--- src/rtl/scene_sequencer.sv ---
// Scene sequencer: runs N_SCENES scene submodules in wrap-around order,
// inserting one blanked HANDOFF cycle between scenes. It muxes the active
// scene's RAM-write and VGA buses onto the shared outputs and supports
// skip, abort-to-scene-0 and a per-scene timeout.
module scene_sequencer #(
  parameter int unsigned N_SCENES = 3,
  parameter int unsigned SEL_W    = 2,
  parameter int unsigned CBIT     = 11,
  parameter int unsigned AW       = 15,
  parameter int unsigned XW       = 8,
  parameter int unsigned YW       = 7,
  parameter int unsigned TW       = 28
) (
  input  logic                           clock,
  input  logic                           resetn,
  input  logic                           enable,
  input  logic [N_SCENES-1:0]            f_scene,
  input  logic                           skip_req,
  input  logic                           abort_req,
  input  logic [TW-1:0]                  timeout_limit,
  input  logic [N_SCENES*(CBIT+1)-1:0]   dt_in,
  input  logic [N_SCENES*AW-1:0]         ad_in,
  input  logic [N_SCENES-1:0]            wr_in,
  input  logic [N_SCENES*XW-1:0]         vx_in,
  input  logic [N_SCENES*YW-1:0]         vy_in,
  input  logic [N_SCENES*(CBIT+1)-1:0]   vc_in,
  output logic [N_SCENES-1:0]            e_scene,
  output logic [CBIT:0]                  data,
  output logic [AW-1:0]                  addr,
  output logic                           wren,
  output logic [XW-1:0]                  VGA_X,
  output logic [YW-1:0]                  VGA_Y,
  output logic [CBIT:0]                  VGA_COLOR,
  output logic [SEL_W-1:0]               cur_scene,
  output logic                           scene_start
);

  localparam int unsigned DW = CBIT + 1;

  typedef enum logic [0:0] {StHandoff, StRun} state_e;

  state_e               r_state, w_state_d;
  logic [SEL_W-1:0]     r_cur_scene, w_cur_d;
  logic [N_SCENES-1:0]  r_e_scene, w_e_d;
  logic                 r_start, w_start_d;
  logic [TW-1:0]        r_cnt, w_cnt_d;

  logic                 w_fin;
  logic                 w_timeout;
  logic [SEL_W-1:0]     w_next_idx;

  // Finished level of the active scene only, timeout hit and wrap-around successor.
  always_comb begin
    w_fin = 1'b0;
    for (int k = 0; k < int'(N_SCENES); k++) begin
      if (r_cur_scene == SEL_W'(k)) w_fin = f_scene[k];
    end
    w_timeout  = (timeout_limit != '0) && (r_cnt == timeout_limit - TW'(1));
    w_next_idx = (r_cur_scene == SEL_W'(N_SCENES - 1)) ? '0 : r_cur_scene + SEL_W'(1);
  end

  // Next-state logic; everything holds while enable is low.
  always_comb begin
    w_state_d = r_state;
    w_cur_d   = r_cur_scene;
    w_e_d     = r_e_scene;
    w_start_d = r_start;
    w_cnt_d   = r_cnt;
    if (enable) begin
      unique case (r_state)
        StHandoff: begin
          w_state_d = StRun;
          w_cur_d   = abort_req ? '0 : r_cur_scene;
          for (int k = 0; k < int'(N_SCENES); k++) begin
            w_e_d[k] = (w_cur_d == SEL_W'(k));
          end
          w_start_d = 1'b1;
          w_cnt_d   = '0;
        end
        StRun: begin
          w_start_d = 1'b0;
          if (abort_req) begin
            w_state_d = StHandoff;
            w_cur_d   = '0;
            w_e_d     = '0;
          end else if (w_fin || skip_req || w_timeout) begin
            // Skip and finished together still advance by one scene.
            w_state_d = StHandoff;
            w_cur_d   = w_next_idx;
            w_e_d     = '0;
          end else begin
            w_cnt_d = (&r_cnt) ? r_cnt : r_cnt + TW'(1);
          end
        end
        default: w_state_d = StHandoff;
      endcase
    end
  end

  // State registers with asynchronous active-low reset.
  always_ff @(posedge clock or negedge resetn) begin
    if (!resetn) begin
      r_state     <= StHandoff;
      r_cur_scene <= '0;
      r_e_scene   <= '0;
      r_start     <= 1'b0;
      r_cnt       <= '0;
    end else begin
      r_state     <= w_state_d;
      r_cur_scene <= w_cur_d;
      r_e_scene   <= w_e_d;
      r_start     <= w_start_d;
      r_cnt       <= w_cnt_d;
    end
  end

  // Shared-bus mux from the registered index; blanked outside RUN.
  always_comb begin
    data      = '0;
    addr      = '0;
    wren      = 1'b0;
    VGA_X     = '0;
    VGA_Y     = '0;
    VGA_COLOR = '0;
    if (r_state == StRun) begin
      for (int k = 0; k < int'(N_SCENES); k++) begin
        if (r_cur_scene == SEL_W'(k)) begin
          data      = dt_in[k*DW +: DW];
          addr      = ad_in[k*AW +: AW];
          wren      = wr_in[k];
          VGA_X     = vx_in[k*XW +: XW];
          VGA_Y     = vy_in[k*YW +: YW];
          VGA_COLOR = vc_in[k*DW +: DW];
        end
      end
    end
  end

  // Strobe is suppressed while the sequencer is frozen.
  always_comb begin
    e_scene     = r_e_scene;
    cur_scene   = r_cur_scene;
    scene_start = r_start & enable;
  end

endmodule

--- config.mk ---
export PLATFORM = sky130hd
export DESIGN_NAME = scene_sequencer
export DESIGN_NICKNAME = d
export VERILOG_FILES = /design/src/rtl/scene_sequencer.sv
export SDC_FILE = /design/constraint.sdc
export NUM_CORES = 1
export LEC_CHECK = 0
export ABC_AREA = 1
export BUFFER_PORTS_ARGS = -buffer_cell sky130_fd_sc_hd__buf_2
export CAP_MARGIN = 10
export CORE_ASPECT_RATIO = 0.7
export CORE_MARGIN = 4
export CORE_UTILIZATION = 43
export CTS_CLUSTER_DIAMETER = 60
export DETAILED_ROUTE_END_ITERATION = 6
export PLACE_DENSITY = 0.83
export SLEW_MARGIN = 15
export SYNTH_ARGS = -nofsm -noshare
export SYNTH_HDL_FRONTEND = slang
export SYNTH_SLANG_ARGS = --single-unit
--- constraint.sdc ---
create_clock -name clock -period 2 [get_ports clock]
set_clock_uncertainty 0.05 [all_clocks]
set_input_delay 0.1 -clock clock [delete_from_list [all_inputs] [get_ports clock]]
set_output_delay 0.1 -clock clock [all_outputs]
set_load 0.05 [all_outputs]
==> metrics.md, run 1 <==
| Metric | Value |
|---|---|
| Status | complete, but fails checks |
| Failing checks | setup timing |
| Dpl hpwl | 17100 microns |
| CP Max Fanout | 7 |
| Count leader, synth | nand2_1 |
| Critical-path cell list | buf_4 -> ha_1 -> nand2_1 -> inv_1 -> nand3_1 -> nor2_1 -> nand4_1 -> o21ai_0 -> nor2_1 -> nand3_4 -> buf_4 -> buf_16 -> nand3_1 -> nand2_1 |
| DRC | 0 |
| DR pass1 iterations | 5 |
| Max Clk Rate | 436 MHz |
| Rows | 33 |
| Vias in the first global route | roughly 6800 |
| First-pass GRT wire length | about 35000 microns |
| Post-Layout Cell Count | approximately 1400 |
| CTS root buf | clkbuf_16 |
| CTS tree | yes |
| Clock-pin slew on the worst setup and hold paths | 0.06 ns |
| Predominant post-synthesis flop cell | dfrtp_1 |
| Logic pwr share | 0.753 |
| Minimum clock period | 2.29 ns |
| Core area | 11700 sq um |
| Clock sinks | 35 |
| Num CTS Buffers | 5 |
| DP Worst Slack | -0.399 ns |
| Mean post-synth cell area | 5.35 sq um |
| Max-slew headroom | 0.406 |
| Aggregate global routing overflow | 0 |
| Synth area leader | nand2_1 |
| Placed insts | ~1400 |
| Die height | between 90 and 100 microns |
| LEAKAGE | 0.00424 uW |
| Synthesized net count | 1165 |
| Share of the synthesized area in the top cell type | 0.267 |
| Fraction of the cycle the final worst path needs | 1.15 |
| Initial core utilization | 0.439 |
| Power per cell area | 882 nW/um^2 |
| Sw Share | 0.539 |
| Synth area leaders | nand2_1 27%, dfrtp_1 17%, nand3_1 15% |
| Switching Power | 3940 uW |
| Synth warn | 0 |
| DRT antenna net count | 0 |
| Gate Count Post-Synth | 962 |
| Int Pwr | about 3400 uW |
| Initial antenna violation count | 0 |
| Vias | 7563 |
| Worst-Margin Slew | 0.892 ns |
| Final setup viols | 34 |
| Layout Nets | 1491 |
| Maximum VDD drop | 0.768 mV |
| Die W | 139 microns |
| CP endpoint kind | flip-flop |
| Port Buffers | 261 |
| Synthesized flop and latch total | 35 |
| Sequential power share | 0.117 |
| Clock power share | 0.130 |
| Clk_lat worst skew | 0.29 ns |
| GRT Overall Usage | 0.306 |
| Number of flops mapped to enable cells by yosys | 0 |
| Register area share after synthesis | 0.170 |
| IO Count | 262 |
| Crit-path max cell delay | 0.43 ns |
| Post-synth top cells | 366 x nand2_1, 157 x nand3_1, 118 x inv_1 |
| CP Launch Type | flip-flop |
| RSZ-0062 raised after global routing | true |
| Arrival time at the worst endpoint | between 2 and 2.5 ns |
| Clk buf depth | 2 |
| Largest net degree at the start of global routing | 54 |
| Die area | 13800 sq um |
| Wirelength per Cell | 16.0 microns |
| DR vias/cell | 5.23 |
| Total power | 7320 uW |
| Diode count | 0 |
| Final worst slack | -0.293 ns |
| CP required | 2.13 ns |
| Final-report hold violation count | 0 |
| Area of the mapped netlist | 5150 sq um |
| Routability cong. | 0.972 |
| Worst Hold Class | primary input to flip-flop |
| Share of cells above drive strength 1 | 0.384 |
| Area Overhead vs Synth | 61.1% |
| Post-Route WL | 23200 microns |
| Library cells used by synthesis | 34 |
| Initial DRC Count | roughly 690 |
| Max Slew Vio Count | 0 |
| Async SR Flop Fraction | 1.00 |
| CP Class | flip-flop to flip-flop |
| Worst path slowest cell | dfrtp_2 |
| Max Cap Viol | 0 |
| H-tree depth | 2 |
critical path: cells and delay by family (launching register included):
family | cells | cell delay, ns
adders and majority gates | 1 | 0.20
DFF | 1 | 0.43
AOI/OAI and AO/OA | 1 | 0.10
and+or+nand+nor | 8 | 0.87
buffers and inverters | 4 | 0.54
kinds of logic (layout without fill, tap and decap cells):
group | Yosys count | count (layout) | synth area share
buffers and inverters | 166 | 492 | 0.132
and+or+nand+nor | 700 | 701 | 0.599
AOI/OAI and AO/OA | 16 | 16 | 0.0175
xor gates and xnor gates | 43 | 43 | 0.0758
adders and majority gates | 2 | 2 | 0.00486
DFF | 35 | 35 | 0.170
area by class of cell:
cell class / instances / area, sq um
Clock inverter: 2 / 35.0
Clock buffer: 6 / 139
Sequential cell: 35 / 881
Tap cell: 157 / 196
Inverter: 120 / 636
Fill cell: 1049 / 3430
Multi-Input combinational cell: 762 / 3770
Timing Repair Buffer: 364 / 2640
power groups by stage:
stage | sequential, uW | clock [uW] | combinational (uW)
floorplan | 888 | 0 | 3100
global placement | 867 | 0 | 4400
detailed placement | 868 | 0 | 4430
CTS | 852 | 954 | 5010
global route | 866 | 987 | 5830
finish | 855 | 953 | 5510
placed cells by master (no fill, tap or decap), types with 3 or more instances in the layout:
master        n
a21oi_1       4
buf_12        7
buf_16        3
buf_2       208
buf_4        88
buf_6        33
buf_8        13
clkbuf_16     7
clkbuf_4      8
clkinvlp_4   48
dfrtp_1      31
dfrtp_2       4
inv_1        68
nand2_1     342
nand2_2      28
nand3_1     151
nand3_2      16
nand3b_1      6
nand4_1      14
nor2_1       96
nor2_2       11
nor2_4        5
nor3_1       16
nor4_1        8
o21ai_0       6
o21bai_1      4
xnor2_1       9
xor2_1       31
path summary, 6_finish.rpt:
path                           endpoint  startpoint  cells after the start  slack (ns)
max in group asynchronous      r_cnt[1]      resetn                      2        0.85
setup reg to reg               r_cnt[2]    r_cnt[1]                     14       -0.29
hold / removal             cur_scene[0]      enable                      3        0.08
setup / recovery               r_cnt[2]    r_cnt[1]                     14       -0.29
hold reg to reg              e_scene[0]  e_scene[0]                      2        0.42
min in group asynchronous     r_cnt[25]      resetn                      2        0.41
layer usage:
| metal | vias to the layer above | track usage | share of wire |
|---|---|---|---|
| li1 | 3654 | - | - |
| met1 | 3451 | 0.432 | 0.42 |
| met2 | 421 | 0.488 | 0.46 |
| met3 | 37 | 0.0678 | 0.10 |
| met4 | 0 | 0.0579 | 0.017 |
| met5 | - | 0 | 0 |
flip-flops by register name, indices dropped and copies added, names as in the netlist:
register / cells
r_cnt: 28
e_scene: 3
cur_scene: 2
r_start: 1
r_state: 1
per-stage QoR:
step | utilization | hold slack, ns | setup TNS, ns | area [sq um]
after floorplan | - | -0.246 | 0 | 5340
after global placement | 0.625 | 0.187 | -7.28 | 7320
after detailed placement | 0.625 | 0.210 | -12.12 | 7320
after CTS | 0.678 | 0.0653 | -4.42 | 7950
after global routing | 0.708 | 0.103 | -12.46 | 8300
final | 0.708 | 0.0827 | -8.35 | 8300
what timing repair did:
item / in CTS / in global routing
resized for setup: 87 / 79
setup endpoints to repair: 61 / 88
cloned: 4 / 3
endpoints found under the hold margin: 35 / 0
hold buffers: 1 / 0
pin swaps: 2 / 6
buffers inserted: 8 / 7
Note: power is estimated with default switching activity, not from simulation.
==> inputs of run 2 (changes only) <==
--- a/config.mk
+++ b/config.mk
@@ -10,10 +10,11 @@
 export CAP_MARGIN = 10
 export CORE_ASPECT_RATIO = 0.7
 export CORE_MARGIN = 4
-export CORE_UTILIZATION = 43
+export CORE_UTILIZATION = 48
+export CTS_BUF_LIST = sky130_fd_sc_hd__clkbuf_8
 export CTS_CLUSTER_DIAMETER = 60
 export DETAILED_ROUTE_END_ITERATION = 6
-export PLACE_DENSITY = 0.83
+export PLACE_DENSITY = 0.88
 export SLEW_MARGIN = 15
 export SYNTH_ARGS = -nofsm -noshare
 export SYNTH_HDL_FRONTEND = slang
==> constraint.sdc (replaced) <==
create_clock -name clock -period 2.6 [get_ports clock]
set_clock_uncertainty 0.05 [all_clocks]
set_input_delay 0.13 -clock clock [delete_from_list [all_inputs] [get_ports clock]]
set_output_delay 0.13 -clock clock [all_outputs]
set_load 0.05 [all_outputs]
==> run 2 against run 1 <==
The flow now finishes without violations. Register-to-register slack improved by 0.58 ns. Largest power group unchanged. Routed wire length fell by 14%. Critical path type is now flip-flop to output port. Sequential share of layout area rose by 2.5 points.
==> metrics.md, run 2 (synthesized netlist as in run 1, its figures left out) <==
| Metric | Value |
|---|---|
| Sw Share | 0.618 |
| Layout Nets | approximately 1400 |
| Post-DP Area | 6560 sq um |
| Routability cong. | between 0.9 and 1 |
| Final worst slack | about 0.26 ns |
| H-tree depth | 2 |
| Share of cells above drive strength 1 | 0.268 |
| Sum Neg Setup Slack | 0 ns |
| Final setup viols | 0 |
| Clock sinks | 35 |
| Vias | 6905 |
| CTS tree | yes |
| Final instance area | between 6000 and 7000 sq um |
| Logic pwr share | 0.733 |
| Initial antenna violation count | 1 |
| Initial DRC Count | 678 |
| LEAKAGE | 0.00397 uW |
| RSZ-0062 raised after global routing | false |
| Clk buf depth | 2 |
| Clock-pin slew on the worst setup and hold paths | about 0.080 ns |
| Die area | 12500 sq um |
| Vias in the first global route | slightly above 6000 |
| Largest reg by FF count | r_cnt |
| Worst-Margin Slew | 0.825 ns |
| Initial core utilization | 0.496 |
| DR vias/cell | a little over 5 |
| Max Cap Viol | 0 |
| Largest net degree at the start of global routing | approximately 60 |
| IO Count | between 200 and 300 |
| CTS root buf | clkbuf_8 |
| Buffer count from post-CTS setup fixing | 0 |
| Dpl hpwl | 16100 microns |
| Max-slew headroom | 0.450 |
| Area Overhead vs Synth | 29.6% |
| Port Buffers | roughly 260 |
| Crit-path max cell delay | 0.53 ns |
| Max reg flops | 28 |
| Clock power share | 0.112 |
| Aggregate global routing overflow | 0 |
| Top delay family on crit path | buffers and inverters |
| Rows | 31 |
| Max Clk Rate | 428 MHz |
| Power per cell area | 630 nW/um^2 |
| Diode count | 0 |
| Sequential power share | 0.155 |
| CP Launch Type | flip-flop |
| Most common cell after layout, fill and taps aside | nand2_1 |
| CP required | ~2.4 ns |
| First-pass GRT wire length | 30300 microns |
| Int Pwr | 1610 uW |
| Die W | 132 microns |
| Maximum VDD drop | 0.487 mV |
| Most used cell, CP | nand2_1 |
| DP Worst Slack | ~0.18 ns |
| Arrival time at the worst endpoint | 2.16 ns |
| Status | complete, no violations |
| GRT Overall Usage | 0.299 |
| CP Class | flip-flop to output port |
| Max Slew Vio Count | 0 |
| Critical-path cell list | inv_2 -> nor2_4 -> buf_12 -> nand2_1 -> nand3_1 -> nand2_1 -> inv_1 -> buf_2 |
| Switching Power | between 2000 and 3000 uW |
| FF-to-FF setup slack | between 0.2 and 0.3 ns |
| Die height | about 95 microns |
| Worst Hold Class | primary input to flip-flop |
| Worst Path Buf+Inv | 4 |
| Post_cts resized | 0 |
| Wirelength per Cell | 14.9 microns |
| Commonest non-fill, non-tap cells in the layout | 366 x nand2_1, 261 x buf_2, 157 x nand3_1 |
| Post-Route WL | 19900 microns |
| Fraction of the cycle the final worst path needs | 0.899 |
| Fin Hold WS | 0.0636 ns |
| Num CTS Buffers | 5 |
| DRT antenna net count | 0 |
| CP Max Fanout | 53 |
| CP endpoint kind | output port |
| Clk_lat worst skew | 0.31 ns |
| Core area | 10400 sq um |
| Minimum clock period | 2.34 ns |
| DRC | 0 |
| DR pass1 iterations | 5 |
| Final-report hold violation count | 0 |
| Worst path slowest cell | dfrtp_1 |
run 2: final timing paths:
kind	cells past startpoint	endpoint	from
min in group asynchronous	2	r_cnt[20]	resetn
worst max register to register	14	e_scene[0]	r_cnt[14]
worst max-delay path	8	VGA_Y[1]	cur_scene[0]
worst min-delay path	3	cur_scene[1]	enable
worst min register to register	2	e_scene[2]	e_scene[2]
max in group asynchronous	2	cur_scene[1]	resetn
run 2: repair_timing:
action                     CTS  global route
hold buffers                 1             0
setup endpoints to repair    0             0
hold endpoints to repair    35             0
run 2: layout make-up:
cell class | count | area [sq um]
Sequential cell | 35 | 878
Fill cell | 1070 | 3720
Multi-Input combinational cell | 761 | 3610
Tap cell | 132 | 165
Clock inverter | 1 | 7.51
Timing Repair Buffer | 276 | 1470
Inverter | 120 | 450
Clock buffer | 7 | 96.3
run 2: worst reg2reg max path, stage by stage (launching register included):
cell	delay [ns]
dfrtp_1	0.51
xor2_1	0.33
nand2_1	0.09
nand2_1	0.06
nand2_1	0.07
nor2_1	0.11
nand2_1	0.06
nor2_1	0.08
nand2_1	0.06
nor2_1	0.10
nand3_2	0.11
nand3_1	0.25
nand2_1	0.20
nand2_1	0.09
nand2_1	0.05
run 2: per-layer routing:
| metal | track usage | routed length, microns | part of all wire | vias to the layer above |
|---|---|---|---|---|
| li1 | - | - | - | 3471 |
| met1 | 0.409 | 8520 | 0.43 | 3061 |
| met2 | 0.449 | 8700 | 0.44 | 334 |
| met3 | 0.0921 | 2080 | 0.10 | 37 |
| met4 | 0.0997 | 547 | 0.028 | 2 |
| met5 | 0 | 7 | 0.00035 | - |
run 2: power groups by stage:
stage | Combinational [uW] | Clock [uW] | Sequential [uW]
finish | 3080 | 471 | 653
global route | 3310 | 496 | 661
CTS | 3070 | 472 | 654
detailed placement | 3060 | 0 | 664
floorplan | 2180 | 0 | 682
global placement | 3040 | 0 | 663
run 2: metrics by stage:
step / instances / total power (uW) / util
finish: 1332 / 4210 / 0.642
global route: 1332 / 4470 / 0.642
CTS: 1332 / 4200 / 0.642
detailed placement: 1323 / 3730 / 0.631
global placement: 1323 / 3710 / 0.631
floorplan: 962 / 2860 / -
==> inputs of run 3 (changes only) <==
--- a/config.mk
+++ b/config.mk
@@ -11,10 +11,10 @@
 export CORE_ASPECT_RATIO = 0.7
 export CORE_MARGIN = 4
 export CORE_UTILIZATION = 48
-export CTS_BUF_LIST = sky130_fd_sc_hd__clkbuf_8
 export CTS_CLUSTER_DIAMETER = 60
 export DETAILED_ROUTE_END_ITERATION = 6
 export PLACE_DENSITY = 0.88
+export SKIP_LAST_GASP = 1
 export SLEW_MARGIN = 15
 export SYNTH_ARGS = -nofsm -noshare
 export SYNTH_HDL_FRONTEND = slang
==> run 3 against run 2 <==
Clock-buffer cell count is the same. Critical path depth up 6. Combinational power hardly changed. Critical path type is now flip-flop to flip-flop. Largest cell class unchanged.
==> metrics.md, run 3 (synthesized netlist as in run 1, its figures left out) <==
| Metric | Value |
|---|---|
| Worst Reg-to-Reg Cells | 14 |
| Worst-Margin Slew | 0.817 ns |
| DRT antenna net count | 0 |
| Max Cap Viol | 0 |
| Num CTS Buffers | 5 |
| Critical-path cell list | xor2_1 -> nand2_1 -> nand2_1 -> nand2_1 -> nor2_1 -> nand2_1 -> nor2_1 -> nand2_1 -> nor2_1 -> nand3_2 -> nand3_1 -> nand2_1 -> nand2_1 -> nand2_1 |
| Clk buf depth | 2 |
| Logic pwr share | 0.701 |
| Sw Share | 0.597 |
| Most common cell after layout, fill and taps aside | nand2_1 |
| Clk_lat worst skew | just under 0.3 ns |
| DP Worst Slack | between 0.15 and 0.2 ns |
| Final worst slack | 0.259 ns |
| Crit-path max cell delay | 0.51 ns |
| Initial DRC Count | 690 |
| Final core utilization | 0.648 |
| FF-to-FF setup slack | 0.26 ns |
| Layout Nets | around 1400 |
| First-pass GRT wire length | 30500 microns |
| CP Launch Type | flip-flop |
| CTS tree | yes |
| Die area | ~12000 sq um |
| CP required | 2.73 ns |
| Largest net degree at the start of global routing | 59 |
| Top Usage Layer GRT | met2 |
| Worst r2r dst | e_scene[0] |
| M1 GR Usage | 0.404 |
| Routing usage on met3 | 0.0905 |
| Wirelength per Cell | between 15 and 20 microns |
| Clock power share | 0.150 |
| Routability cong. | between 0.9 and 1 |
| Diode count | 0 |
| Core area | 10400 sq um |
| CTS root buf | clkbuf_16 |
| Worst path slowest cell | dfrtp_1 |
| Power per cell area | around 650 nW/um^2 |
| Status | complete, no violations |
| Total power | roughly 4400 uW |
| Critical R2R Launch | r_cnt[14] |
| Initial antenna violation count | 1 |
| Fraction of the cycle the final worst path needs | 0.900 |
| Commonest non-fill, non-tap cells in the layout | 366 x nand2_1, 261 x buf_2, 157 x nand3_1 |
| CP Max Fanout | 7 |
| Clock sinks | 35 |
| Max-slew headroom | 0.455 |
| Post-Route WL | ~20000 microns |
| Switching Power | 2630 uW |
| Most used cell, CP | nand2_1 |
| CP Class | flip-flop to flip-flop |
| H-tree depth | 2 |
| Area Overhead vs Synth | 30.8% |
| Arrival time at the worst endpoint | 2.47 ns |
| Minimum clock period | 2.34 ns |
| Sum Neg Setup Slack | 0 ns |
| Fillers | 1057 |
| Aggregate global routing overflow | 0 |
| HP Start | enable |
| Vias | 6950 |
| GRT Overall Usage | 0.300 |
| Dpl hpwl | approximately 16000 microns |
| Hold EP | cur_scene[1] |
| DR vias/cell | between 5 and 6 |
| Initial core utilization | 0.496 |
| Buffer count from post-CTS setup fixing | 0 |
| DR pass1 iterations | 5 |
| Die height | 94.7 microns |
| Final setup viols | 0 |
| Sequential power share | 0.149 |
| RSZ-0062 raised after global routing | false |
| Port Buffers | 261 |
| Largest reg by FF count | r_cnt |
| Clock-pin slew on the worst setup and hold paths | 0.06 ns |
| Max Clk Rate | 427 MHz |
| Max reg flops | 28 |
| Die W | 132 microns |
| Share of cells above drive strength 1 | 0.268 |
| Max Slew Vio Count | 0 |
| Worst Hold Depth | 3 |
| CP endpoint kind | flip-flop |
| DRC | 0 |
| Int Pwr | 1770 uW |
| Maximum VDD drop | approximately 0.43 mV |
| IO Count | around 260 |
| GRT met2 Usage | 0.458 |
| Rows | 31 |
| Final-report hold violation count | 0 |
| Vias in the first global route | approximately 6000 |
| Worst Hold Class | primary input to flip-flop |
| LEAKAGE | 0.00400 uW |
## run 3: cell counts in the layout (fill, tap and decap cells not counted)
No cell type changed its count.
## run 3: repair_timing
action / CTS / global route
hold buffers: 1 / 0
endpoints found under the setup margin: 0 / 11
hold endpoints to repair: 35 / 0
gates resized for setup: 0 / 1
## run 3: area by class of cell
type / count / area (sq um) / area share
multi-input cells: 761 / 3610 / 0.536
repair buffers: 276 / 1470 / 0.218
flip-flops and latches: 35 / 878 / 0.130
inverters: 120 / 450 / 0.0668
well taps: 132 / 165 / 0.0245
clock buffers: 7 / 153 / 0.0227
clock inverters: 1 / 7.51 / 0.00111
## run 3: power by group through the flow
| stage | sequential, uW | clock [uW] | combinational [uW] |
|---|---|---|---|
| after global placement | 663 | 0 | 3040 |
| final | 655 | 659 | 3090 |
| after floorplan | 682 | 0 | 2180 |
| after detailed placement | 664 | 0 | 3060 |
| after CTS | 655 | 660 | 3080 |
| after global routing | 663 | 683 | 3310 |
## run 3: layer usage
layer,wire [microns],share of wire
met5,8,0.00040
met4,659,0.033
met3,2070,0.10
met2,8790,0.44
met1,8530,0.43
## run 3: critical path: cells and delay by family (launching register included)
family	cells	cell delay, ns
simple gates	13	1.35
flops	1	0.51
xor+xnor	1	0.33
## run 3: metrics by stage
stage	area (sq um)	hold slack [ns]	instances
after floorplan	5150	-0.216	962
after global placement	6560	0.210	1323
after detailed placement	6560	0.215	1323
after CTS	6730	0.0844	1332
after global routing	6740	0.0955	1332
final	6740	0.0826	1332
## run 3: how the worst max path moves through the flow
stage	startpoint	endpoint	slack, ns	depth (start not counted)
final	r_cnt[14]	e_scene[0]	0.26	14
after global routing	r_cnt[2]	r_cnt[17]	0.08	13
after CTS	cur_scene[0]	VGA_Y[1]	0.29	8
after detailed placement	timeout_limit[0]	e_scene[0]	0.18	15
after global placement	timeout_limit[0]	cur_scene[1]	0.22	15
after floorplan	cur_scene[0]	VGA_X[5]	0.37	8
